### src/rtl/fifo_frame_reader.sv
// fifo_frame_reader
//   Drains length-prefixed frames from a byte FIFO. Each frame is a 16-bit
//   big-endian length L followed by L payload bytes. The payload goes out as
//   a valid/ready/last byte stream. The block also counts delivered frames
//   and flags oversize length headers.
//
// Ports
//   rclk      : clock
//   rst       : asynchronous active-high reset (shared with the FIFO)
//   ren       : FIFO read enable (a read is accepted when ren & ~rempty)
//   rdat      : FIFO read data, valid one cycle after an accepted read
//   rempty    : FIFO empty flag
//   m_valid   : output byte valid
//   m_data    : output payload byte
//   m_last    : final payload byte of a frame
//   m_ready   : downstream accepts on m_valid & m_ready
//   busy      : frame in progress, read in flight or output buffered
//   frame_cnt : frames fully delivered (wraps)
//   err_len   : sticky flag, set by a length header above MAX_LEN
//   clr_err   : synchronous clear of err_len (a same-cycle set wins)
module fifo_frame_reader #(
    parameter int WD      = 8,
    parameter int MAX_LEN = 1518,
    parameter int CW      = 16
) (
    input  logic          rclk,
    input  logic          rst,
    output logic          ren,
    input  logic [WD-1:0] rdat,
    input  logic          rempty,
    output logic          m_valid,
    output logic [WD-1:0] m_data,
    output logic          m_last,
    input  logic          m_ready,
    output logic          busy,
    output logic [CW-1:0] frame_cnt,
    output logic          err_len,
    input  logic          clr_err
);

    typedef enum logic [1:0] {
        HDR_HI  = 2'd0,
        HDR_LO  = 2'd1,
        PAYLOAD = 2'd2,
        DROP    = 2'd3
    } state_t;

    state_t          r_state;
    logic [WD-1:0]   r_len_hi;
    logic [15:0]     r_remain;
    logic            r_rd_pend;
    logic [1:0]      r_occ;
    logic [WD-1:0]   r_buf_data [0:1];
    logic            r_buf_last [0:1];
    logic [CW-1:0]   r_frame_cnt;
    logic            r_err_len;

    logic            w_pop;
    logic            w_push;
    logic            w_push_last;
    logic [2:0]      w_credit_used;
    logic            w_ren;
    logic [15:0]     w_len;
    logic            w_err_set;
    logic [1:0]      w_wr_idx;

    assign w_pop = (r_occ != 2'd0) & m_ready;

    // Slots committed after this cycle: buffered bytes plus the byte in
    // flight, minus the one leaving now. A new read is only issued while a
    // slot is guaranteed, so the 2-entry buffer cannot overflow.
    assign w_credit_used = {1'b0, r_occ} + {2'b00, r_rd_pend} - {2'b00, w_pop};
    assign w_ren         = ~rst & ~rempty & (w_credit_used < 3'd2);

    assign w_len       = {r_len_hi, rdat};
    assign w_push      = r_rd_pend & (r_state == PAYLOAD);
    assign w_push_last = (r_remain == 16'd1);
    assign w_err_set   = r_rd_pend & (r_state == HDR_LO) & (w_len > 16'(MAX_LEN));

    // A same-cycle pop shifts the buffer down, so the push lands one lower.
    assign w_wr_idx = r_occ - {1'b0, w_pop};

    // Parser: advances only on an arriving byte, so an empty FIFO simply
    // stalls it in place.
    always_ff @(posedge rclk or posedge rst) begin
        if (rst) begin
            r_state  <= HDR_HI;
            r_len_hi <= '0;
            r_remain <= '0;
        end else if (r_rd_pend) begin
            case (r_state)
                HDR_HI: begin
                    r_len_hi <= rdat;
                    r_state  <= HDR_LO;
                end
                HDR_LO: begin
                    if (w_len == 16'd0) begin
                        r_state <= HDR_HI;
                    end else begin
                        r_remain <= w_len;
                        r_state  <= (w_len > 16'(MAX_LEN)) ? DROP : PAYLOAD;
                    end
                end
                PAYLOAD, DROP: begin
                    r_remain <= r_remain - 16'd1;
                    if (r_remain == 16'd1) begin
                        r_state <= HDR_HI;
                    end
                end
                default: r_state <= HDR_HI;
            endcase
        end
    end

    // Read tracking: rdat carries a byte exactly one cycle after a read.
    always_ff @(posedge rclk or posedge rst) begin
        if (rst) begin
            r_rd_pend <= 1'b0;
        end else begin
            r_rd_pend <= w_ren;
        end
    end

    // Two-entry output buffer, head always at index 0.
    always_ff @(posedge rclk or posedge rst) begin
        if (rst) begin
            r_occ         <= 2'd0;
            r_buf_data[0] <= '0;
            r_buf_data[1] <= '0;
            r_buf_last[0] <= 1'b0;
            r_buf_last[1] <= 1'b0;
        end else begin
            r_occ <= r_occ + {1'b0, w_push} - {1'b0, w_pop};
            if (w_pop) begin
                r_buf_data[0] <= r_buf_data[1];
                r_buf_last[0] <= r_buf_last[1];
            end
            // Placed after the shift so a push into slot 0 wins over it.
            if (w_push) begin
                r_buf_data[w_wr_idx[0]] <= rdat;
                r_buf_last[w_wr_idx[0]] <= w_push_last;
            end
        end
    end

    always_ff @(posedge rclk or posedge rst) begin
        if (rst) begin
            r_frame_cnt <= '0;
        end else if (w_pop & r_buf_last[0]) begin
            r_frame_cnt <= r_frame_cnt + 1'b1;
        end
    end

    always_ff @(posedge rclk or posedge rst) begin
        if (rst) begin
            r_err_len <= 1'b0;
        end else if (w_err_set) begin
            r_err_len <= 1'b1;
        end else if (clr_err) begin
            r_err_len <= 1'b0;
        end
    end

    assign ren       = w_ren;
    assign m_valid   = (r_occ != 2'd0);
    assign m_data    = r_buf_data[0];
    assign m_last    = r_buf_last[0];
    assign busy      = (r_state != HDR_HI) | r_rd_pend | (r_occ != 2'd0);
    assign frame_cnt = r_frame_cnt;
    assign err_len   = r_err_len;

endmodule

### config.mk
export PLATFORM = sky130hd
export DESIGN_NAME = fifo_frame_reader
export DESIGN_NICKNAME = d
export VERILOG_FILES = /design/src/rtl/fifo_frame_reader.sv
export SDC_FILE = /design/constraint.sdc
export NUM_CORES = 1
export LEC_CHECK = 0
export ABC_AREA = 1
export CAP_MARGIN = 20
export CORE_MARGIN = 5
export CORE_UTILIZATION = 57
export DETAILED_ROUTE_END_ITERATION = 7
export PLACE_DENSITY = 0.92
export SLEW_MARGIN = 20
export SYNTH_ARGS = -nofsm -noshare
export SYNTH_HDL_FRONTEND = slang
export SYNTH_SLANG_ARGS = --single-unit
### constraint.sdc
create_clock -name rclk -period 2.8 [get_ports rclk]
set_input_delay 0.42 -clock rclk [delete_from_list [all_inputs] [get_ports rclk]]
set_output_delay 0.42 -clock rclk [all_outputs]
set_load 0.1 [all_outputs]
### Word level (Yosys, flattened, before mapping)

Cells that the tools add are included.

* $add $sub $neg: 7
* order comparisons: 4
* equal/unequal tests: 6
* mux-type cells: 18
* bitwise logic cells: 12
* reductions and logical operators: 11

Operators by type and width (number)
* 16-bit two-way mux: 2
* 16-bit case mux with 2 select lines: 1
* 16-bit by 1-bit adder with 16-bit output, second input constant: 1
* 16-bit bitwise mux: 1
* 16-bit by 1-bit == test with 1-bit output, second input constant: 1
* 16-bit by 11-bit greater-than comparator with 1-bit output, second input constant: 1
* 16-bit zero test: 1
* 8-bit two-way mux: 2
* 16-bit by 1-bit subtractor with 16-bit output, second input constant: 1
* 8-bit demux with 1-bit select: 1
* 2-bit nonzero test: 4
* 1-bit bitwise AND: 7
* 2-bit two-way mux: 3
* 2-bit case mux with 3 select lines: 1
* 1-bit two-way mux: 5
* 2-bit == test, second input constant: 2
* 2-bit != test, second input constant: 2
* 2-bit AND reduction: 2
* 2-bit by 1-bit adder with 3-bit output: 1
* 3-bit by 2-bit less-than comparator with 1-bit output, second input constant: 1
* 3-bit AND reduction: 1
* 3-bit by 1-bit subtractor with 3-bit output: 1
* 2-bit by 1-bit adder with 2-bit output: 1
* 2-bit bitwise mux: 1
* 12 further kinds: 14

* flip-flop bits (word level): 64
* bits of input ports: 13
* output and inout port bits: 29
* word-level logic and storage cells: 69

### Depth between registers and ports, before layout

* word-level depth: 10
* gate-level depth with buffers: 10

### Worst setup path before layout

Ideal clock, no wire load.

* path kind: input port to output port
* start: input port rst
* end: output port ren
* data arrival time: 4033 ps
* required time: 2380 ps
* path slack: -1653 ps
* stages: 3
* buffers on the path: 0
* cell sequence: inv_1 nand2_1 nor3_1

* cells in the longest elaborated chain, start to end: 3

Ends and longest elaborated chain
* start, declared: line 27 `input logic rst,`
* 1-bit NOT: line 73 `assign w_ren = ~rst & ~rempty & (w_credit_used < 3'd2);`
* 1-bit bitwise AND (2 in a row): line 73
* end, declared: line 28 `output logic ren,`

No other way between the ends.

### Final worst setup path

* start: input port m_ready
* end: output port ren

* cells in the longest elaborated chain, start to end: 4

Ends and longest elaborated chain
* start, declared: line 34 `input logic m_ready,`
* 1-bit bitwise AND: line 67 `assign w_pop = (r_occ != 2'd0) & m_ready;`
* 3-bit by 1-bit subtractor with 3-bit output: line 72 `assign w_credit_used = {1'b0, r_occ} + {2'b00, r_rd_pend} - {2'b00, w_pop};`
* 3-bit by 2-bit less-than comparator with 1-bit output: line 73
* 1-bit bitwise AND: line 73

No other way between the ends.

==> results.py <==
metrics = {
    "critical_path": {
        "crit_top_cell": "nand2_1",
        "cpLargestDelayFamily": "buffers and inverters",
        "path_cells": "clkdlybuf4s50_1 -> inv_2 -> nor2_8 -> nand2_4 -> nand2_2 -> nand2_1 -> fa_1 -> nand2_1 -> nor3_4 -> buf_12",
        "crit_buf_inv": 3,
        "regToRegStartpoint": "r_occ[1]",
        "cp_data_required_time_ps": 2380,
        "end_kind": "primary output",
        "crit_start": "m_ready",
        "cp.arrival_ps": 2290,
        "critical_path.max_stage_delay_ps": 480,
        "worst-path-max-fanout": 3,
        "slowest_stage": "fa_1",
        "criticalPathCategory": "input port to primary output",
        "cp-start-kind": "input port",
    },
    "cts": {
        "clock_latency_ps": 350,
        "clk_pin_slew_ps": 70,
        "cts_tree": "built",
        "cts_buffers": 9,
        "h-tree-depth": 3,
        "cts_sinks": 64,
        "cts_root_buffer": "clkbuf_8",
        "cts_setup_buffers": 0,
        "clockBufferDepth": 2,
    },
    "timing": {
        "timing.final.crit_share": 0.967,
        "rsz0062_at_grt": "false",
        "drv_slew": 0,
        "fin_crit_ps": 2710,
        "final.setup.tns_ps": 0,
        "hold_viol": 0,
        "finalClockSkew_ps": 5.18,
        "fmax_mhz": 369,
        "slew_headroom": 0.454,
        "finalSetupViolations": 0,
        "tightest_slew_ps": 818,
    },
    "routing": {
        "drcViolationCount": 0,
        "drt-total-wl_um": 8970,
        "vias": 3488,
        "dr.pass1.iters": 8,
        "wl_per_cell_um": 14.5,
        "viasPerCell": 5.65,
        "drtIter0Drc": 334,
        "antenna_left": 0,
    },
    "synth": {
        "synth_fa_ha_area_frac": 0.0183,
        "yosysUniqueCellTypes": 37,
        "ys_seq_elements": 64,
        "ys_async_sr_fraction": 1.00,
        "seq_area_frac_synth": 0.418,
        "syn_inst": 498,
        "synthMuxAreaShare": 0.00262,
        "synthSimpleGateAreaFrac": 0.365,
        "syn_nets": 516,
        "yosysMostFrequentCell": "nand2_1",
        "yosys.area.top_type": "dfrtp_1",
        "synth_edf_count": 0,
        "synth_top_area_share": 0.418,
        "synthFlopType": "dfrtp_1",
        "synth_top_family_by_area": "simple AND/OR/NAND/NOR gates",
        "yosys_warnings": 0,
        "synth_area_leaders": "dfrtp_1, nand2_1, nand3_1",
        "ys_top_cells_by_count": "nand2_1, dfrtp_1, nor2_1",
        "yosys.area_share.xor_xnor": 0.0294,
        "syn_area_sq_um": 3830,
        "synth.avg_cell_area_sq_um": 7.69,
        "synth_compound_area_frac": 0.0791,
    },
    "pwr": {
        "power_mw": 5.01,
        "p_leak_nw": 2.20,
        "ir_drop_mv": 0.686,
        "power_density_nw_per_um2": 1130,
    },
    "floorplan": {
        "rows": 29,
        "die_height_um": 91.9,
        "die_x_um": 91.9,
        "initial_core_util": 0.593,
        "io_pins": 42,
        "die_area_sq_um": 8450,
        "core_sq_um": 6460,
    },
    "hold_path": {
        "hold_class": "register to register",
    },
    "place": {
        "hpwlAfterDp_um": 6470,
        "numPortBuffers": 41,
        "gp_congestion": 0.970,
        "placedCellCount": 601,
        "place_area_sq_um": 4180,
    },
    "grt": {
        "antenna_found_initial": 0,
        "globalRouteMet1Util": 0.274,
        "first_global_vias": 3442,
        "grt-busiest-layer": "met2",
        "grt_overflow": 0,
        "met2_usage": 0.381,
        "grt_max_degree": 65,
        "grt_usage": 0.229,
        "grt_first_pass_wirelength_um": 15700,
        "grt.met3_usage": 0.0581,
    },
    "layout": {
        "fin_area_sq_um": 4430,
        "insertedDiodeCount": 0,
        "final_nets": 553,
        "syn_to_final_growth_pct": 15.7,
        "fin_cells": 617,
        "fin_util": 0.686,
        "drive_above_1_share": 0.165,
    },
    "outcome": {
        "outcome": "finished clean",
    },
    "run": {
        "max_cap_violations": 0,
    },
}
[layout by cell type, fill, tap and decap left out, types with 12 or more instances in the layout]
cell type | synthesis | layout
buf_4 | 10 | 34
clkdlybuf4s50_1 | 0 | 12
dfrtp_1 | 64 | 64
inv_1 | 45 | 43
nand2_1 | 151 | 151
nand3_1 | 49 | 49
nor2_1 | 57 | 57
o21ai_0 | 24 | 24
[path summary, 6_finish.rpt]
path | end | slack (ps) | depth (start not counted)
max reg2reg | r_occ[1] | 980 | 9
max in group asynchronous | r_remain[6] | 1540 | 3
max | ren | 90 | 10
min in group asynchronous | r_remain[8] | 720 | 3
min | register | 480 | 2
min reg2reg | register | 480 | 2
[metal layers]
layer | routed length [um] | share of wire
met1 | 3690 | 0.41
met2 | 4360 | 0.49
met3 | 633 | 0.071
met4 | 286 | 0.032
met5 | 0 | 0
[cell families (layout without fill, tap and decap cells)]
| logic type | after synthesis | in the layout |
|---|---|---|
| compound gates | 51 | 51 |
| xor+xnor | 12 | 12 |
| flops | 64 | 64 |
| buf+inv | 68 | 110 |
| mux | 1 | 1 |
| simple gates | 297 | 297 |
| fa+ha+maj | 5 | 5 |
[power by group]
part           total, mW  switching [mW]  internal (mW)
sequential          1.58           0.351           1.23
combinational       2.45            1.76          0.682
clock              0.980           0.388          0.592
[worst min-delay path, delay by kind of cell, from the launching register on]
kind,cells,cell delay [ps]
simple gates,1,60
compound gates,1,50
flops,1,350
[layout make-up]
class | instances | area (sq um)
inverter | 47 | 185
multi-input combinational | 366 | 1910
sequential | 64 | 1600
fill | 522 | 2030
timing repair buffer | 47 | 395
clock inverter | 7 | 120
clock buffer | 9 | 124
tap | 77 | 96.3
[per-stage QoR]
step	hold WS (ps)	setup slack [ps]
after floorplan	455	70.0
after global placement	466	84.4
after detailed placement	474	48.0
after CTS	490	46.4
after global routing	524	9.61
final	484	92.7
[what timing repair did]
| action | CTS | global route |
|---|---|---|
| hold buffers | 0 | 0 |
| setup endpoints to repair | 0 | 1 |
| resized for setup | 0 | 1 |
Power figures use the tool's default switching activity.
